`src/rtl/bounce_game_pkg.sv`:
```
// Shared types and constants for the bounce game sequencer.
package bounce_game_pkg;

  typedef enum logic [1:0] {
    IDLE = 2'd0,
    RUN  = 2'd1,
    HOLD = 2'd2,
    OVER = 2'd3
  } game_st_t;

  localparam int                 SCORE_W   = 8;
  localparam logic [SCORE_W-1:0] SCORE_MAX = 8'd255;

  function automatic logic [SCORE_W-1:0] score_inc(input logic [SCORE_W-1:0] s);
    return (s == SCORE_MAX) ? s : s + 1'b1;
  endfunction

endpackage

```
`src/rtl/bounce_game_ctrl_tick_gen.sv`:
```
// Loadable down-counter; tick flags terminal count while enabled.
module tick_gen #(
  parameter int           W       = 8,
  parameter logic [W-1:0] RST_VAL = '0
) (
  input  logic         clk,
  input  logic         rst,
  input  logic         load,
  input  logic [W-1:0] load_val,
  input  logic         en,
  output logic         tick
);

  logic [W-1:0] cnt_q, cnt_d;

  assign tick = en && (cnt_q == '0);

  // Parks at zero so a counter left enabled never wraps.
  always_comb begin
    cnt_d = cnt_q;
    if (load)                    cnt_d = load_val;
    else if (en && cnt_q != '0)  cnt_d = cnt_q - 1'b1;
  end

  always_ff @(posedge clk) begin
    if (rst) cnt_q <= RST_VAL;
    else     cnt_q <= cnt_d;
  end

endmodule

```
`src/rtl/bounce_game_ctrl.sv`:
```
// Game sequencer: paces the bouncing counter, scores key presses, tracks lives.
//   state | meaning
//   IDLE  | waiting for key to start a game
//   RUN   | counter advancing every div clocks, key evaluates position
//   HOLD  | frozen for HOLD_CYC clocks after an evaluation
//   OVER  | no lives left, score shown until key
module bounce_game_ctrl
  import bounce_game_pkg::*;
#(
  parameter int B        = 4,
  parameter int M        = 14,
  parameter int DIV_W    = 24,
  parameter int DIV_INIT = 12_500_000,
  parameter int DIV_STEP = 500_000,
  parameter int DIV_MIN  = 2_000_000,
  parameter int TGT_LO   = 6,
  parameter int TGT_HI   = 8,
  parameter int LIVES    = 3,
  parameter int HOLD_CYC = 25_000_000
) (
  input  logic               clk,
  input  logic               rst,
  input  logic               key,
  input  logic [B-1:0]       cnt,
  output logic               inc,
  output logic [SCORE_W-1:0] score,
  output logic [2:0]         lives,
  output logic               hit,
  output logic               miss,
  output logic               game_over,
  output logic [1:0]         st
);

  if (DIV_MIN < 1 || DIV_MIN > DIV_INIT) begin : g_bad_div
    $error("DIV_MIN must lie in 1..DIV_INIT");
  end
  if (TGT_LO > TGT_HI || TGT_HI > M - 1) begin : g_bad_tgt
    $error("target window must satisfy TGT_LO <= TGT_HI <= M-1");
  end
  if (HOLD_CYC < 1) begin : g_bad_hold
    $error("HOLD_CYC must be at least 1");
  end
  if (LIVES < 1 || LIVES > 7) begin : g_bad_lives
    $error("LIVES must lie in 1..7");
  end

  localparam int                 HOLD_W     = (HOLD_CYC > 1) ? $clog2(HOLD_CYC) : 1;
  localparam logic [HOLD_W-1:0]  HOLD_LOAD  = HOLD_W'(HOLD_CYC - 1);
  localparam logic [DIV_W-1:0]   DIV_INIT_V = DIV_W'(DIV_INIT);
  localparam logic [DIV_W-1:0]   DIV_STEP_V = DIV_W'(DIV_STEP);
  localparam logic [DIV_W-1:0]   DIV_MIN_V  = DIV_W'(DIV_MIN);
  localparam logic [DIV_W:0]     DIV_THR    = (DIV_W+1)'(DIV_MIN) + (DIV_W+1)'(DIV_STEP);
  localparam logic [B-1:0]       TGT_LO_V   = B'(TGT_LO);
  localparam logic [B-1:0]       TGT_HI_V   = B'(TGT_HI);
  localparam logic [2:0]         LIVES_V    = 3'(LIVES);

  game_st_t           state_q, state_d;
  logic [SCORE_W-1:0] score_q, score_d;
  logic [2:0]         lives_q, lives_d;
  logic [DIV_W-1:0]   div_q, div_d;
  logic               inc_q, inc_d;
  logic               hit_q, hit_d;
  logic               miss_q, miss_d;
  logic               game_over_q, game_over_d;

  logic               tick_load, tick_en, tick_tc;
  logic [DIV_W-1:0]   tick_val;
  logic               hold_load, hold_en, hold_tc;
  logic               in_window;

  tick_gen #(.W(DIV_W), .RST_VAL(DIV_W'(DIV_INIT - 1))) u_tick (
    .clk      (clk),
    .rst      (rst),
    .load     (tick_load),
    .load_val (tick_val),
    .en       (tick_en),
    .tick     (tick_tc)
  );

  tick_gen #(.W(HOLD_W), .RST_VAL('0)) u_hold (
    .clk      (clk),
    .rst      (rst),
    .load     (hold_load),
    .load_val (HOLD_LOAD),
    .en       (hold_en),
    .tick     (hold_tc)
  );

  assign in_window = (cnt >= TGT_LO_V) && (cnt <= TGT_HI_V);

  always_comb begin
    state_d   = state_q;
    score_d   = score_q;
    lives_d   = lives_q;
    div_d     = div_q;
    inc_d     = 1'b0;
    hit_d     = 1'b0;
    miss_d    = 1'b0;
    tick_load = 1'b0;
    tick_val  = div_q - 1'b1;
    tick_en   = 1'b0;
    hold_load = 1'b0;
    hold_en   = 1'b0;

    unique case (state_q)
      IDLE: begin
        if (key) begin
          score_d   = '0;
          lives_d   = LIVES_V;
          div_d     = DIV_INIT_V;
          tick_load = 1'b1;
          tick_val  = DIV_INIT_V - 1'b1;
          state_d   = RUN;
        end
      end
      RUN: begin
        tick_en = 1'b1;
        // A key on the terminal-count cycle suppresses the inc so cnt stays put.
        if (key) begin
          if (in_window) begin
            hit_d   = 1'b1;
            score_d = score_inc(score_q);
            div_d   = ({1'b0, div_q} < DIV_THR) ? DIV_MIN_V : div_q - DIV_STEP_V;
          end else begin
            miss_d  = 1'b1;
            lives_d = (lives_q != 3'd0) ? lives_q - 3'd1 : 3'd0;
          end
          hold_load = 1'b1;
          state_d   = HOLD;
        end else if (tick_tc) begin
          inc_d     = 1'b1;
          tick_load = 1'b1;
        end
      end
      HOLD: begin
        hold_en = 1'b1;
        if (hold_tc) begin
          if (lives_q == 3'd0) begin
            state_d = OVER;
          end else begin
            state_d   = RUN;
            tick_load = 1'b1;
          end
        end
      end
      OVER: begin
        if (key) state_d = IDLE;
      end
      default: state_d = IDLE;
    endcase

    game_over_d = (state_d == OVER);
  end

  always_ff @(posedge clk) begin
    if (rst) begin
      state_q     <= IDLE;
      score_q     <= '0;
      lives_q     <= LIVES_V;
      div_q       <= DIV_INIT_V;
      inc_q       <= 1'b0;
      hit_q       <= 1'b0;
      miss_q      <= 1'b0;
      game_over_q <= 1'b0;
    end else begin
      state_q     <= state_d;
      score_q     <= score_d;
      lives_q     <= lives_d;
      div_q       <= div_d;
      inc_q       <= inc_d;
      hit_q       <= hit_d;
      miss_q      <= miss_d;
      game_over_q <= game_over_d;
    end
  end

  assign inc       = inc_q;
  assign score     = score_q;
  assign lives     = lives_q;
  assign hit       = hit_q;
  assign miss      = miss_q;
  assign game_over = game_over_q;
  assign st        = state_q;

endmodule

```
`config.mk`:
```
export PLATFORM = sky130hd
export DESIGN_NAME = bounce_game_ctrl
export DESIGN_NICKNAME = d
export VERILOG_FILES = /design/src/rtl/bounce_game_pkg.sv /design/src/rtl/bounce_game_ctrl_tick_gen.sv /design/src/rtl/bounce_game_ctrl.sv
export SDC_FILE = /design/constraint.sdc
export NUM_CORES = 1
export LEC_CHECK = 0
export CELL_PAD_IN_SITES_DETAIL_PLACEMENT = 1
export CELL_PAD_IN_SITES_GLOBAL_PLACEMENT = 1
export CORE_UTILIZATION = 35
export CTS_CLUSTER_DIAMETER = 200
export CTS_CLUSTER_SIZE = 14
export DETAILED_ROUTE_END_ITERATION = 6
export GPL_ROUTABILITY_DRIVEN = 0
export PLACE_DENSITY_LB_ADDON = 0.1
export SYNTH_ARGS = -nofsm -noshare
export SYNTH_HDL_FRONTEND = slang
export SYNTH_SLANG_ARGS = --single-unit
export TNS_END_PERCENT = 50
```
`constraint.sdc`:
```
create_clock -name clk -period 2.7 [get_ports clk]
set_input_delay 0.405 -clock clk [delete_from_list [all_inputs] [get_ports clk]]
set_output_delay 0.405 -clock clk [all_outputs]
set_load 0.05 [all_outputs]
```
* After elaboration in Yosys (flattened, before gate mapping)
Cells that the tools add are included.
** Operators by class
- Add/subtract/negate cells :: 6
- Multiply operators :: 0
- Divide/modulo/power cells :: 0
- $lt $le $gt $ge :: 3
- Eq/ne operators :: 10
- Shifts and indexed selects :: 0
- Mux-type cells :: 38
- Bitwise gates (word level) :: 2
- Reductions and logical operators :: 21
** Operators by type and width (count)
- 24-bit 2-to-1 mux :: 8
- 25-bit 2-to-1 mux :: 2
- 24-bit one-hot mux with 2 select lines :: 1
- 24-bit by 1-bit subtractor with 24-bit output, second input constant :: 2
- 8-bit 2-to-1 mux :: 4
- 25-bit zero test :: 1
- 25-bit nonzero test :: 1
- 25-bit by 1-bit subtractor with 25-bit output, second input constant :: 1
- 24-bit zero test :: 1
- 24-bit by 22-bit < comparator with 1-bit output, second input constant :: 1
- 24-bit nonzero test :: 1
- 24-bit by 19-bit subtractor with 24-bit output, second input constant :: 1
- 8-bit one-hot mux with 2 select lines :: 1
- 3-bit 2-to-1 mux :: 4
- 1-bit 2-to-1 mux :: 10
- 2-bit 2-to-1 mux :: 5
- 2-bit != test, second input constant :: 5
- 8-bit by 1-bit adder with 8-bit output, second input constant :: 1
- 8-bit == test, second input constant :: 1
- 2-bit one-hot mux with 4 select lines :: 1
- 4-bit AND reduction :: 2
- 2-bit == test, second input constant :: 3
- 3-bit one-hot mux with 2 select lines :: 1
- 2-bit nonzero test :: 3
- 13 further kinds :: 19
** Word-level totals
- Bits in registers :: 90
- Bits in latches :: 0
- Bits in writable memories :: 0
- ROM bits :: 0
- Input bits :: 7
- Memories :: 0

* Longest topological paths before layout
- Depth in word-level cells :: 7
- Depth in mapped cells :: 10
- Depth with buffers taken out :: 8

* Hierarchy
From an unflattened synthesis, not the netlist that was laid out.
** Unflattened totals
- Cell total of the unflattened synthesis :: 663
- Area total of the unflattened synthesis :: 5373.9 um^2
** By module, submodules not included
- bounce_game_ctrl :: times used 1, cells each 298, area an instance 2314.7 um^2, sequential area each 720.7 um^2
- tick_gen (u_hold) :: times used 1, cells each 183, area an instance 1549.0 um^2, sequential area each 500.5 um^2
- tick_gen (u_tick) :: times used 1, cells each 182, area an instance 1510.2 um^2, sequential area each 480.5 um^2

* Least setup slack after synthesis
No wires, ideal clock.
- Path type :: reg-to-reg
- From :: register state_q[0], in the netlist st[0]
- To :: register u_tick.cnt_q[12]
- Setup time :: 0.122 ns
- Arrival :: 2.496 ns
- Slack :: 0.082 ns
- Stages on the path, launching flop included :: 9
- Cell sequence :: dfxtp_1 > nand2b_1 > clkbuf_1 > nor2_1 > and4_1 > clkbuf_1 > nor3_1 > o311ai_0 > a221o_1
** On the way
- Cells in the longest elaborated chain, start to end :: 7
** Ends and longest elaborated chain
- start, declared :: line bounce_game_ctrl.sv:57 : game_st_t state_q, state_d;
- start signal, assigned :: line bounce_game_ctrl.sv:166 : state_q <= state_d;
- 2-bit by 1-bit == test with 1-bit output :: line bounce_game_ctrl.sv:105 : unique case (state_q)
- 1-bit 2-to-1 mux :: line bounce_game_ctrl.sv:105
- 1-bit logical AND :: line bounce_game_ctrl_tick_gen.sv:16 : assign tick = en && (cnt_q == '0);
- 1-bit 2-to-1 mux :: line bounce_game_ctrl.sv:130 : end else if (tick_tc) begin
- 1-bit 2-to-1 mux :: line bounce_game_ctrl.sv:119 : if (key) begin
- 1-bit one-hot mux with 3 select lines :: line bounce_game_ctrl.sv:105
- 24-bit 2-to-1 mux or 2-bit nonzero test (tied branches)
- end signal, assigned :: line bounce_game_ctrl_tick_gen.sv:27 : else cnt_q <= cnt_d;
- end, declared :: line bounce_game_ctrl_tick_gen.sv:14 : logic [W-1:0] cnt_q, cnt_d;
Several ways; a longest one is shown, not always the timed one.
A chain may end at the register's enable or synchronous reset.

* Final worst setup path
- From :: register u_hold.cnt_q[6]
- To :: register u_hold.cnt_q[23]
** On the way
- Cells in the longest elaborated chain, start to end :: 2
** Ends and longest elaborated chain (line)
- start, declared :: bounce_game_ctrl_tick_gen.sv:14
- start signal, assigned :: bounce_game_ctrl_tick_gen.sv:27
- branches (longest 2 deep; another with 25-bit by 1-bit subtractor with 25-bit output)
Parallel ways; which one is timed is not known.

==> results.yml <==
critical_path:
  cp_slowest_cell: "or4_1"
  rr_worst_depth: 7
  path_cells: "or4_1, or4_1, or4_1, buf_4, nand4_1, xor2_1, nor2_1"
  cp.arrival_ns: 2.81
  end_kind: "flip-flop"
  crit_top_cell: "or4_1"
  worstPathRequired_ns: 2.92
  crit_type: "flip-flop to flip-flop"
  cp_max_fo: 4
  cpPeakStageDelay_ns: 0.58
  start_kind: "flip-flop"
sta:
  layout_min_cycle_time_ns: 2.58
  fmax_ghz: 0.387
  setup_viol: 0
  fin_crit_sh_pct: 95.6
  hold_violations: 0
  worst_pin_slew_ns: 0.518
  skew_ns: 0.00929
  drv_slew: 0
  finalSetupTns_ns: 0
  slew_headroom_pct: 65.2
  rsz0062_at_grt: "false"
placement:
  port_buffers: 23
  post_dp_cell_area_sq_um: 5620
  dp_hpwl_um: 11500
  dp.cells: 828
floorplanning:
  die_h_um: 120
  die_area_sq_um: 14400
  initial_core_util_pct: 36.4
  core_area_sq_um: 13400
  die_w_um: 120
  rows: 42
  ios: 24
drt:
  drc: 0
  ant_nets: 0
  drt_iter0_drc: 243
  routed-via-count: 4727
  dr.pass1.iters: 4
  totalWireLength_um: 15300
  vias_per_cell: 5.60
  avgRoutedWirePerCell_um: 18.1
final_layout:
  n_antenna_cell: 0
  nFillCells: 1665
  fin_cells: 844
  drive_above_1_share_pct: 14.4
  area_growth_pct: 21.8
  stdcell_area_sq_um: 5940
  layout.nets: 677
cts:
  htreeDepth: 3
  root_buffer: "clkbuf_16"
  cts.sinks: 85
  holdBufCountCts: 0
  cts_tree: "built"
  cts-resized-gates: 0
  clockBufferDepth: 2
  cts.reportedPaths.clkPinSlew_ns: 0.06
  clkLatencyLatePin_ns: 0.35
  numCtsBuffers: 9
  post-cts-setup-buffer-count: 0
logic_synthesis:
  yosysMostFrequentCell: "dfxtp_1"
  yosys-top-cells-count: "dfxtp_1, nor2_1, nand2_1"
  synth_top_area_share_pct: 34.9
  yosysTopAreaCell: "dfxtp_1"
  syn-mean-instance-area_sq_um: 8.07
  ys_types: 69
  syn-instance-count: 604
  async_reset_ff_share_pct: 0
  yosys_register_bits: 85
  synth_edf_count: 0
  netlist_area_sq_um: 4880
  yosys_warnings: 0
  syn_nets: 618
  ys.flop_type: "dfxtp_1"
  yosysSeqAreaShare_pct: 34.9
  synth.top_cells.by_area: "dfxtp_1, xor2_1, nor2_1"
status:
  status: "finished clean"
pwr:
  total_power_uw: 3770
  peakVddDrop_uv: 250
  p_leak_uw: 0.00213
  p_per_area_nw_per_um2: 635
run:
  drv_cap: 0
grt:
  grt_pass1_wl_um: 25500
  grt_pass1_vias: 4905
  grt_max_degree: 24
  overflow: 0
  antenna_found_initial: 0
  track_usage_pct: 22.6
min_path:
  holdPathStages: 2
  hold_path_class: "flip-flop to flip-flop"
[path summary, 6_finish.rpt]
kind                                       from          endpoint  slack (ns)
worst min register to register  u_tick.cnt_q[1]   u_tick.cnt_q[1]        0.51
worst max register to register  u_hold.cnt_q[6]  u_hold.cnt_q[23]        0.12
worst min-delay path            u_tick.cnt_q[1]   u_tick.cnt_q[1]        0.51
worst max-delay path            u_hold.cnt_q[6]  u_hold.cnt_q[23]        0.12
[final cells by class]
type                            instances  area, sq um  share of cell area, %
Clock buffer                           12          256                   4.32
Clock inverter                          4         31.3                  0.527
Sequential cell                        85         1700                   28.7
Tap cell                              176          220                   3.71
Inverter                                8         30.0                  0.506
Timing Repair Buffer                   78          651                   11.0
Multi-Input combinational cell        481         3050                   51.3
[power by group]
group,internal [uW],switching (uW),total (uW)
Combinational,461,625,1090
Clock,678,552,1230
Sequential,1340,110,1460
[sequential cells by signal, indices dropped and copies added (netlist names)]
register      flops
u_tick.cnt_q     24
inc               1
game_over         1
miss              1
u_hold.cnt_q     25
div_q            19
st                2
score             8
hit               1
lives             3
[worst max-delay path: cells and delay by family (launching register included)]
family	cells	cell delay, ns
DFF	1	0.32
xor gates and xnor gates	1	0.20
and+or+nand+nor	5	1.77
buffers and inverters	1	0.18
[stage by stage]
| step | setup WS (ns) | util, % | hold slack, ns |
|---|---|---|---|
| global route | 0.00373 | 44.3 | 0.527 |
| floorplan | 0.0821 | - | 0.464 |
| detailed placement | -0.0415 | 42.0 | 0.502 |
| global placement | 0.0259 | 42.0 | 0.484 |
| finish | 0.118 | 44.3 | 0.506 |
| CTS | 0.0409 | 44.1 | 0.512 |
[cells in the final DEF, fill, tap and decap left out, types with 4 or more instances in the layout]
cell type	synthesis	final
dfxtp_1	85	85
nor2_1	67	67
buf_4	0	54
nand2_1	52	52
xor2_1	38	38
nand3_1	34	34
nor3_1	33	32
a21oi_1	30	29
xnor2_1	28	28
clkdlybuf4s50_1	0	22
o21ai_0	20	20
nor4_1	16	14
or3_1	14	13
nand4_1	13	13
or4_1	11	11
nand2b_1	11	11
clkbuf_16	0	9
inv_1	7	7
and3_1	7	7
ha_1	7	7
nand3b_1	6	6
nor3b_1	5	5
mux2i_1	5	5
a221o_1	5	5
nor2b_1	4	4
or2_2	4	4
o31a_1	4	4
and2_1	4	4
[kinds of logic after synthesis]
kind of cell	Yosys count	synth area share, %
and+or+nand+nor	296	31.9
muxes	5	1.03
xor gates and xnor gates	66	11.9
adders and majority gates	7	1.80
DFF	85	34.9
AOI/OAI and AO/OA	107	15.3
buffers and inverters	38	3.21
[routing by layer]
layer	share of wire (%)	track usage, %	wire (um)
met4	1.8	7.58	278
met3	2.0	3.61	299
met2	49	38.1	7430
met1	48	29.1	7260
met5	0	0	0
No activity file was read; power rests on OpenSTA's default activity.
